<file path="src/rtl/pipeline_run_controller_if.sv">
// Command/status bundle between the debug unit and the pipeline run controller.
// master = controller side (drives enables and status), slave = debug/pipeline side.
interface pipeline_run_controller_if #(
  parameter int CNT_W = 32
);
  logic             i_cmd_valid;
  logic [1:0]       i_cmd;
  logic             o_cmd_ready;
  logic             i_halt;
  logic             o_pipe_en;
  logic             o_pipe_clear;
  logic             o_step_done;
  logic             o_done;
  logic             o_timeout;
  logic             o_cmd_err;
  logic [CNT_W-1:0] o_cycle_cnt;

  modport master (
    input  i_cmd_valid, i_cmd, i_halt,
    output o_cmd_ready, o_pipe_en, o_pipe_clear, o_step_done,
           o_done, o_timeout, o_cmd_err, o_cycle_cnt
  );

  modport slave (
    output i_cmd_valid, i_cmd, i_halt,
    input  o_cmd_ready, o_pipe_en, o_pipe_clear, o_step_done,
           o_done, o_timeout, o_cmd_err, o_cycle_cnt
  );
endinterface

</file>
<file path="src/rtl/pipeline_run_controller.sv">
// Run/step/drain sequencer for the 5-stage pipeline; optional watchdog via WATCHDOG_EN.
// All outputs registered: commands act the cycle after acceptance; commands held off outside IDLE/DONE.
module pipeline_run_controller #(
  parameter int CNT_W        = 32,
  parameter int DRAIN_CYCLES = 3,
  parameter int WDOG_LIMIT   = 65535
) (
  input  logic                        clk,
  input  logic                        rst,
  pipeline_run_controller_if.master   bus
);
  typedef enum logic [2:0] {S_IDLE, S_RUN, S_STEP, S_DRAIN, S_DONE} state_t;

  localparam logic [1:0] CMD_RUN   = 2'b01;
  localparam logic [1:0] CMD_STEP  = 2'b10;
  localparam logic [1:0] CMD_CLEAR = 2'b11;
  localparam logic [3:0] DRAIN_INIT = 4'(DRAIN_CYCLES - 1);

  state_t           state_q, state_d;
  logic [3:0]       drain_q, drain_d;
  logic [CNT_W-1:0] cnt_q, cnt_d;
  logic             en_q, en_d;
  logic             ready_q, ready_d;
  logic             clear_q, clear_d;
  logic             step_done_q, step_done_d;
  logic             done_q, done_d;
  logic             cmd_err_q, cmd_err_d;
  logic             accept;
`ifdef WATCHDOG_EN
  logic             timeout_q, timeout_d;
`endif

  assign accept = bus.i_cmd_valid && ready_q;

  always_comb begin
    state_d     = state_q;
    drain_d     = drain_q;
    clear_d     = 1'b0;
    step_done_d = 1'b0;
    cmd_err_d   = 1'b0;
    cnt_d       = (en_q && (cnt_q != '1)) ? cnt_q + CNT_W'(1) : cnt_q;
`ifdef WATCHDOG_EN
    timeout_d   = timeout_q;
`endif
    case (state_q)
      S_IDLE: begin
        if (accept) begin
          case (bus.i_cmd)
            CMD_RUN:   state_d = S_RUN;
            CMD_STEP:  state_d = S_STEP;
            CMD_CLEAR: begin
              clear_d = 1'b1;
              cnt_d   = '0;
            end
            default: ;
          endcase
        end
      end
      S_RUN: begin
        // halt has priority over the watchdog when both land in the same cycle
        if (bus.i_halt) begin
          state_d = S_DRAIN;
          drain_d = DRAIN_INIT;
        end
`ifdef WATCHDOG_EN
        else if (cnt_q >= CNT_W'(WDOG_LIMIT)) begin
          state_d   = S_DONE;
          timeout_d = 1'b1;
        end
`endif
      end
      S_STEP: begin
        if (bus.i_halt) begin
          state_d = S_DRAIN;
          drain_d = DRAIN_INIT;
        end else begin
          state_d     = S_IDLE;
          step_done_d = 1'b1;
        end
      end
      S_DRAIN: begin
        if (drain_q == 4'd0) state_d = S_DONE;
        else                 drain_d = drain_q - 4'd1;
      end
      S_DONE: begin
        if (accept) begin
          case (bus.i_cmd)
            CMD_CLEAR: begin
              state_d = S_IDLE;
              clear_d = 1'b1;
              cnt_d   = '0;
`ifdef WATCHDOG_EN
              timeout_d = 1'b0;
`endif
            end
            CMD_RUN, CMD_STEP: cmd_err_d = 1'b1;
            default: ;
          endcase
        end
      end
      default: state_d = S_IDLE;
    endcase
    en_d    = (state_d == S_RUN) || (state_d == S_STEP) || (state_d == S_DRAIN);
    ready_d = (state_d == S_IDLE) || (state_d == S_DONE);
    done_d  = (state_d == S_DONE);
  end

  always_ff @(posedge clk) begin
    if (rst) begin
      state_q     <= S_IDLE;
      drain_q     <= 4'd0;
      cnt_q       <= '0;
      en_q        <= 1'b0;
      ready_q     <= 1'b1;
      clear_q     <= 1'b0;
      step_done_q <= 1'b0;
      done_q      <= 1'b0;
      cmd_err_q   <= 1'b0;
`ifdef WATCHDOG_EN
      timeout_q   <= 1'b0;
`endif
    end else begin
      state_q     <= state_d;
      drain_q     <= drain_d;
      cnt_q       <= cnt_d;
      en_q        <= en_d;
      ready_q     <= ready_d;
      clear_q     <= clear_d;
      step_done_q <= step_done_d;
      done_q      <= done_d;
      cmd_err_q   <= cmd_err_d;
`ifdef WATCHDOG_EN
      timeout_q   <= timeout_d;
`endif
    end
  end

  assign bus.o_cmd_ready  = ready_q;
  assign bus.o_pipe_en    = en_q;
  assign bus.o_pipe_clear = clear_q;
  assign bus.o_step_done  = step_done_q;
  assign bus.o_done       = done_q;
  assign bus.o_cmd_err    = cmd_err_q;
  assign bus.o_cycle_cnt  = cnt_q;
`ifdef WATCHDOG_EN
  assign bus.o_timeout    = timeout_q;
`else
  assign bus.o_timeout    = 1'b0;
`endif
endmodule

</file>
<file path="src/flat_wrapper.sv">
// flat-port wrapper written by rule: the top's interface ports become plain ports
module pipeline_run_controller_flat 
#(
  parameter int CNT_W        = 32,
  parameter int DRAIN_CYCLES = 3,
  parameter int WDOG_LIMIT   = 65535
)
  (clk, rst, bus_i_cmd_valid, bus_i_cmd, bus_i_halt, bus_o_cmd_ready, bus_o_pipe_en, bus_o_pipe_clear, bus_o_step_done, bus_o_done, bus_o_timeout, bus_o_cmd_err, bus_o_cycle_cnt);
  pipeline_run_controller_if #(.CNT_W(CNT_W)) bus_i ();
  input  logic clk;
  input  logic rst;
  input wire logic [$bits(bus_i.i_cmd_valid)-1:0] bus_i_cmd_valid;
  input wire logic [$bits(bus_i.i_cmd)-1:0] bus_i_cmd;
  input wire logic [$bits(bus_i.i_halt)-1:0] bus_i_halt;
  output wire logic [$bits(bus_i.o_cmd_ready)-1:0] bus_o_cmd_ready;
  output wire logic [$bits(bus_i.o_pipe_en)-1:0] bus_o_pipe_en;
  output wire logic [$bits(bus_i.o_pipe_clear)-1:0] bus_o_pipe_clear;
  output wire logic [$bits(bus_i.o_step_done)-1:0] bus_o_step_done;
  output wire logic [$bits(bus_i.o_done)-1:0] bus_o_done;
  output wire logic [$bits(bus_i.o_timeout)-1:0] bus_o_timeout;
  output wire logic [$bits(bus_i.o_cmd_err)-1:0] bus_o_cmd_err;
  output wire logic [$bits(bus_i.o_cycle_cnt)-1:0] bus_o_cycle_cnt;
  assign bus_i.i_cmd_valid = bus_i_cmd_valid;
  assign bus_i.i_cmd = bus_i_cmd;
  assign bus_i.i_halt = bus_i_halt;
  assign bus_o_cmd_ready = bus_i.o_cmd_ready;
  assign bus_o_pipe_en = bus_i.o_pipe_en;
  assign bus_o_pipe_clear = bus_i.o_pipe_clear;
  assign bus_o_step_done = bus_i.o_step_done;
  assign bus_o_done = bus_i.o_done;
  assign bus_o_timeout = bus_i.o_timeout;
  assign bus_o_cmd_err = bus_i.o_cmd_err;
  assign bus_o_cycle_cnt = bus_i.o_cycle_cnt;
  pipeline_run_controller #(.CNT_W(CNT_W), .DRAIN_CYCLES(DRAIN_CYCLES), .WDOG_LIMIT(WDOG_LIMIT)) u_core (.clk(clk), .rst(rst), .bus(bus_i));
endmodule
</file>
<file path="config.mk">
export PLATFORM = sky130hd
export DESIGN_NAME = pipeline_run_controller_flat
export DESIGN_NICKNAME = d
export VERILOG_FILES = /design/src/rtl/pipeline_run_controller_if.sv /design/src/rtl/pipeline_run_controller.sv /design/src/flat_wrapper.sv
export SDC_FILE = /design/constraint.sdc
export NUM_CORES = 1
export LEC_CHECK = 0
export ABC_AREA = 0
export CAP_MARGIN = 30
export CELL_PAD_IN_SITES_DETAIL_PLACEMENT = 0
export CELL_PAD_IN_SITES_GLOBAL_PLACEMENT = 1
export CORE_MARGIN = 5
export CORE_UTILIZATION = 40
export DETAILED_ROUTE_END_ITERATION = 16
export PLACE_DENSITY_LB_ADDON = 0.1
export SLEW_MARGIN = 20
export SYNTH_ARGS = -nofsm -noshare
export SYNTH_HDL_FRONTEND = slang
export SYNTH_SLANG_ARGS = --single-unit
</file>
<file path="constraint.sdc">
create_clock -name clk -period 5.52 [get_ports clk]
set_input_delay 1.38 -clock clk [delete_from_list [all_inputs] [get_ports clk]]
set_output_delay 1.38 -clock clk [all_outputs]
set_load 0.03 [all_outputs]
</file>
==> out/metrics.yaml, run 1 <==
drt:
  drt_iter0_markers: 73
  dr.pass1.iters: 4
  post-route-drc-count: 0
  avgViaCountPerCell: 5.62
  finalWirelength_um: 5370
  ant_nets: 0
  routedWlPerCell_um: 14.0
  via_count: 2159
cts:
  cts_buffers: 5
  cts.sink_count: 45
  cts_root_buf: "clkbuf_8"
  clkSlewWorstSetupHoldPaths_ns: 0.08
  cts_tree: "yes"
  cts_resized: 0
  htreeDepth: 2
  clk_latency_ns: 0.30
  post_cts_buffers: 0
  cts.path.max_buffers: 2
  ctsHoldBuffers: 0
yosys:
  ys_seq_elements: 45
  synth_area_mm2: 0.00230
  synthAdderAreaFrac: 0.0326
  synth-edff-count: 0
  synth_xor_area_frac: 0.0494
  synth-async-reset-ratio: 0
  yosys-mux-area-fraction: 0.00869
  synth_nets: 287
  synthCells: 275
  synth_simple_gate_area_frac: 0.306
  yosysSeqAreaShare: 0.391
  ys_types: 46
  yosys.area.top_type_share: 0.391
  synth_compound_gate_area_share: 0.160
  synth_top_family_by_area: "simple AND/OR/NAND/NOR gates"
  ys_warn_count: 0
  ys.flop_type: "dfxtp_1"
  syn_avg_cell_area_um2: 8.38
  synthTopCellsByArea: "dfxtp_1 39%, a21oi_1 5.0%, nor2_1 4.2%"
  synth_top_area_cell: "dfxtp_1"
global_route:
  grt_pass1_vias: 1953
  use_met3: 0.0375
  grt-busiest-layer: "met2"
  grt.total_usage: 0.153
  grt-ovfl-total: 0
  globalRouteMet1Util: 0.213
  grt_pass1_wl_um: 9410
  grt_max_degree: 32
  global_route.usage.met2: 0.235
  antenna_found_initial: 0
worst_hold_path:
  min_path_type: "reg -> reg"
  hold_start: "u_core.drain_q[3]$_SDFFE_PP0P_"
  worstHoldPathCells: 2
  hold_end: "u_core.drain_q[3]$_SDFFE_PP0P_"
worst_setup_path:
  cp-start-kind: "primary input"
  crit-reg2reg-capture: "u_core.bus.o_cycle_cnt[28]$_SDFF_PP0_"
  path_class: "in -> reg"
  critPathArrivalTime_ns: 3.36
  reg2reg_from: "u_core.bus.o_cycle_cnt[0]$_SDFF_PP0_"
  reg2reg_depth: 6
  r2r_slack_ns: 3.19
  path_cells: "clkdlybuf4s50_1 > ha_1 > a41o_2 > or4_2 > nand2_1"
  crit_path_end_kind: "flip-flop"
  cpPeakStageDelay_ns: 0.71
  cp_num_buf_inv: 1
  crit_family: "simple AND/OR/NAND/NOR gates"
  path_max_fanout: 31
  slowest_stage: "or4_2"
  crit_required_ns: 5.76
floorplan:
  die_width_um: 85.9
  start_util: 0.416
  dieArea_mm2: 0.00738
  placeableCoreArea_mm2: 0.00554
  num_io_pins: 45
  rows: 27
  dieHeight_um: 85.9
layout:
  fin_nets: 323
  nFillCells: 564
  layout-drive-gt1-share: 0.0673
  area_delta_synth_final_pct: 24.1
  final_common_cell: "dfxtp_1"
  final_cell_mix: "45 x dfxtp_1, 43 x clkdlybuf4s50_1, 26 x nor2_1"
  insertedDiodeCount: 0
status:
  outcome: "complete, no violations"
timing:
  worst_slack_ns: 2.40
  setup_tns_ns: 0
  period_share: 0.565
  final_hold_viol_count: 0
  tightest_slew_ns: 0.582
  skew_ns: 0.00733
  drv_slew: 0
  finalSetupViolCount: 0
  max_freq_mhz: 320
  rsz0062_at_grt: "no"
  relSlewSlack: 0.602
  finalCriticalPeriod_ns: 3.12
placement:
  gp_congestion: 0.802
  pre_cts_slack_ns: 2.08
  hpwlAfterDp_um: 3780
  portBuffers: 43
power:
  leakage_nw: 0.899
  vdd_drop_max_mv: 0.159
  power.density_mw_per_mm2: 219
flow_run:
  maxCapViolCount: 0
## per-layer routing
metal	vias to the layer above	part of all wire
li1	1088	-
met1	1014	0.49
met2	50	0.45
met3	7	0.053
met4	0	0.011
met5	-	0
## sequential cells by signal (all words and copies together), names as in the netlist
signal and flops:
u_core.bus.o_cmd_err 1, u_core.bus.o_cmd_ready 1, u_core.bus.o_cycle_cnt 32, u_core.bus.o_done 1
u_core.bus.o_pipe_clear 1, u_core.bus.o_pipe_en 1, u_core.bus.o_step_done 1, u_core.drain_q 4
u_core.state_q 3
## through the flow
step	std cells	utilization	cell area, um2	hold slack (ns)	power, mW
finish	384	0.516	2860	0.491	0.625
global route	384	0.516	2860	0.525	0.656
CTS	384	0.516	2860	0.496	0.636
detailed placement	376	0.498	2760	0.483	0.408
global placement	376	0.498	2760	0.475	0.407
floorplan	275	-	2300	0.455	0.388
## cell usage after synthesis (all sizes together), types with 4 or more instances
master / instances
nor2: 26
nand2: 15
dfxtp: 45
nor4: 8
nand3: 14
a21oi: 23
or4: 8
ha: 6
clkbuf: 10
o31ai: 7
o21ai: 13
xnor2: 10
nor3: 7
and4: 7
nand4: 11
buf: 4
inv: 13
or3: 16
## worst max-delay path by stage
stage	start	end	slack, ns	cells after the start
finish	bus_i_cmd[0]	u_core.bus.o_cycle_cnt[4]$_SDFF_PP0_	2.40	5
global route	rst	u_core.bus.o_cycle_cnt[4]$_SDFF_PP0_	2.31	4
CTS	bus_i_cmd[0]	u_core.bus.o_cycle_cnt[4]$_SDFF_PP0_	2.40	5
detailed placement	bus_i_cmd[0]	u_core.bus.o_cycle_cnt[4]$_SDFF_PP0_	2.08	5
global placement	bus_i_cmd[0]	u_core.bus.o_cycle_cnt[4]$_SDFF_PP0_	1.87	5
floorplan	bus_i_cmd[0]	u_core.bus.o_cycle_cnt[4]$_SDFF_PP0_	2.92	4
## logic make-up after synthesis
family / after synthesis
AOI/OAI and AO/OA: 59
xor gates and xnor gates: 13
adders and majority gates: 6
buffers and inverters: 27
DFF: 45
muxes: 2
other: 1
and+or+nand+nor: 122
## layout make-up
cell class,count,area (um2),share of cell area
Inverter,13,48.8,0.0171
Clock buffer,7,96.3,0.0337
Clock inverter,1,5.00,0.00175
Sequential cell,45,901,0.315
Multi-Input combinational cell,203,1290,0.450
Timing Repair Buffer,43,430,0.151
Tap cell,72,90.1,0.0315
## worst register-to-register path, cell delays in order (launching register included)
cell and delay, ns:
dfxtp_1 0.43, ha_1 0.22, nand3_2 0.14, or3_1 0.55
or3_4 0.43, or3_1 0.35, a21oi_1 0.14
## report_power, final
| part | leakage (nW) | switching, mW | internal, mW | total [mW] |
|---|---|---|---|---|
| logic | 0.481 | 0.0370 | 0.0233 | 0.0603 |
| clock network | 0.0542 | 0.112 | 0.113 | 0.226 |
| registers | 0.363 | 0.00825 | 0.331 | 0.340 |
| total | 0.899 | 0.158 | 0.468 | 0.625 |
Power figures use the tool's default switching activity.
==> run 2: changes to the inputs <==
--- a/config.mk
+++ b/config.mk
@@ -10,7 +10,7 @@
 export CELL_PAD_IN_SITES_DETAIL_PLACEMENT = 0
 export CELL_PAD_IN_SITES_GLOBAL_PLACEMENT = 1
 export CORE_MARGIN = 5
-export CORE_UTILIZATION = 40
+export CORE_UTILIZATION = 38
 export DETAILED_ROUTE_END_ITERATION = 16
 export PLACE_DENSITY_LB_ADDON = 0.1
 export SLEW_MARGIN = 20
==> constraint.sdc (replaced) <==
create_clock -name clk -period 3 [get_ports clk]
set_input_delay 0.75 -clock clk [delete_from_list [all_inputs] [get_ports clk]]
set_output_delay 0.75 -clock clk [all_outputs]
set_load 0.03 [all_outputs]
==> run 2 against run 1 <==
  * Non-clock buffer count up 3
  * Largest cell class unchanged
  * Register-to-register slack worse by 2.5 ns
  * Highest routed layer unchanged
  * Critical endpoint is now u_core.bus.o_cycle_cnt[28]$_SDFF_PP0_
  * Die area up 4.6%
  * Largest power group unchanged
  * Sequential power up 84%
  * Utilization down 3.1 points
  * Via count down 1.3%
==> out/metrics.yaml, run 2 (synthesized netlist as in run 1, its figures left out) <==
status:
  outcome: "complete, no violations"
power:
  vdd_drop_max_mv: 0.219  # +38%
  p_int_uw: 815  # +74%
  seqPwrFrac: 0.562  # +0.019
  power.switching_uw: 296  # +88%
  swShare: 0.266  # +0.0143
  power.density_mw_per_mm2: 387  # +77%
  power.share.clock: 0.336  # -0.025
  leakage_nw: 0.904  # +0.65%
  power_frac_comb: 0.102  # +0.006
placement:
  hpwlAfterDp_um: 3860  # +2.1%
  gp_congestion: 0.791  # -1.4%
  portBuffers: 43  # unchanged
  pre_cts_slack_ns: 0.431  # -1.65 ns
layout:
  nFillCells: 579  # +2.7%
  area_delta_synth_final_pct: 24.6
  layout-drive-gt1-share: 0.0730  # +0.00571
  seq_area_um2: 901  # unchanged
  final_common_cell: "dfxtp_1"
  final_cell_mix: "45 x dfxtp_1, 43 x clkdlybuf4s50_1, 26 x nor2_1"
  insertedDiodeCount: 0  # unchanged
  fin_nets: 326  # +0.93%
  multiInputGateArea_mm2: 0.00129  # about the same
  largest_reg_flops: 32  # unchanged
worst_setup_path:
  cp_num_buf_inv: 0  # -1
  path_common_cell: "or3_1"
  path_class: "reg -> reg"
  slowest_stage: "or3_1"
  crit_required_ns: 3.23  # -2.53 ns
  crit_family: "simple AND/OR/NAND/NOR gates"
  cpPeakStageDelay_ns: 0.56  # -0.15 ns
  critPathArrivalTime_ns: 2.55  # -0.81 ns
  cp-start-kind: "flip-flop"
  path_cells: "ha_1 > nand3_2 > or3_1 > or3_4 > or3_1 > a21oi_1"
  crit_path_end_kind: "flip-flop"
  path_max_fanout: 10  # -68%
timing:
  final_hold_viol_count: 0  # unchanged
  period_share: 0.775
  finalSetupViolCount: 0  # unchanged
  max_freq_mhz: 430
  tightest_slew_ns: 0.647  # +0.0653 ns
  finalCriticalPeriod_ns: 2.32
  drv_slew: 0  # unchanged
  relSlewSlack: 0.557  # -0.0446
  rsz0062_at_grt: "no"
  worst_slack_ns: 0.676  # -1.72 ns
  setup_tns_ns: 0  # unchanged
  skew_ns: 0.00962  # +0.00229 ns
global_route:
  grt_pass1_vias: 1998  # +2.3%
  antenna_found_initial: 0  # unchanged
  grt.total_usage: 0.151  # -0.00156
  grt_pass1_wl_um: 9440  # +0.30%
  grt_max_degree: 31  # -3.1%
  grt-ovfl-total: 0  # unchanged
cts:
  clkSlewWorstSetupHoldPaths_ns: 0.09  # about the same
  post_cts_buffers: 0  # unchanged
  cts.sink_count: 45  # unchanged
  cts_buffers: 5  # unchanged
  htreeDepth: 2  # unchanged
  cts_root_buf: "clkbuf_8"
  clk_latency_ns: 0.30  # about the same
  cts_tree: "yes"
  ctsHoldBuffers: 0  # unchanged
  cts.path.max_buffers: 2  # unchanged
  cts_resized: 0  # unchanged
floorplan:
  placeableCoreArea_mm2: 0.00592  # +6.9%
  dieHeight_um: 87.9  # +2.3%
  start_util: 0.389  # -0.0267
  die_width_um: 87.9  # +2.3%
  dieArea_mm2: 0.00772  # +4.6%
  num_io_pins: 45  # unchanged
  rows: 28  # +3.7%
drt:
  ant_nets: 0  # unchanged
  post-route-drc-count: 0  # unchanged
  dr.pass1.iters: 4  # unchanged
  via_count: 2131  # -1.3%
  drt_iter0_markers: 100  # +37%
  routedWlPerCell_um: 13.9  # -0.35%
  avgViaCountPerCell: 5.46  # -2.8%
  finalWirelength_um: 5440  # +1.2%
flow_run:
  maxCapViolCount: 0  # unchanged
worst_hold_path:
  min_path_type: "reg -> reg"
==> run 2: cell types whose count changed in the layout (fill, tap and decap cells not counted), sizes merged <==
cell	delta
clkinvlp	+1
clkbuf	-2
buf	+3
clkinv	+1
==> run 2: final timing paths <==
check / depth (start not counted) / to / slack, ns / from
max reg2reg: 6 / u_core.bus.o_cycle_cnt[28]$_SDFF_PP0_ / 0.68 / u_core.bus.o_cycle_cnt[0]$_SDFF_PP0_
max: 6 / u_core.bus.o_cycle_cnt[28]$_SDFF_PP0_ / 0.68 / u_core.bus.o_cycle_cnt[0]$_SDFF_PP0_
min reg2reg: 2 / u_core.drain_q[3]$_SDFFE_PP0P_ / 0.49 / u_core.drain_q[3]$_SDFFE_PP0P_
min: 2 / u_core.drain_q[3]$_SDFFE_PP0P_ / 0.49 / u_core.drain_q[3]$_SDFFE_PP0P_
==> run 2: stage by stage <==
step,hold WS [ns],std cells,util,total power [mW],cell area [um2]
3_5_place_dp,0.482,382,0.470,0.752,2780
4_1_cts,0.496,390,0.485,1.13,2870
3_3_place_gp,0.479,382,0.470,0.752,2780
5_1_grt,0.551,390,0.485,1.17,2870
2_1_floorplan,0.455,275,-,0.713,2300
6_report,0.488,390,0.485,1.11,2870
==> run 2: final cells by class <==
type | instances | area share
multi-input combinational | 203 | 0.448
clock inverter | 3 | 0.00611
inverter | 13 | 0.0170
sequential | 45 | 0.314
tap | 75 | 0.0327
clock buffer | 5 | 0.0240
timing repair buffer | 46 | 0.158
==> run 2: power by group through the flow <==
stage                     sequential (mW)  clock [mW]  combinational, mW
after floorplan                     0.645           0             0.0681
after global placement              0.639           0              0.112
after detailed placement            0.638           0              0.114
after CTS                           0.625       0.389              0.114
after global routing                0.627       0.413              0.127
final                               0.624       0.374              0.113
==> run 2: per-layer routing <==
metal / share of wire / vias to the layer above / GRT usage
li1: - / 1093 / -
met1: 0.50 / 983 / 0.203
met2: 0.43 / 48 / 0.236
met3: 0.058 / 7 / 0.0386
met4: 0.011 / 0 / 0.0502
met5: 0 / - / 0
==> run 2: worst reg2reg max path, cell delays in order (launching register included) <==
cell and delay [ns]:
dfxtp_1 0.43, ha_1 0.22, nand3_2 0.14, or3_1 0.56
or3_4 0.42, or3_1 0.35, a21oi_1 0.13
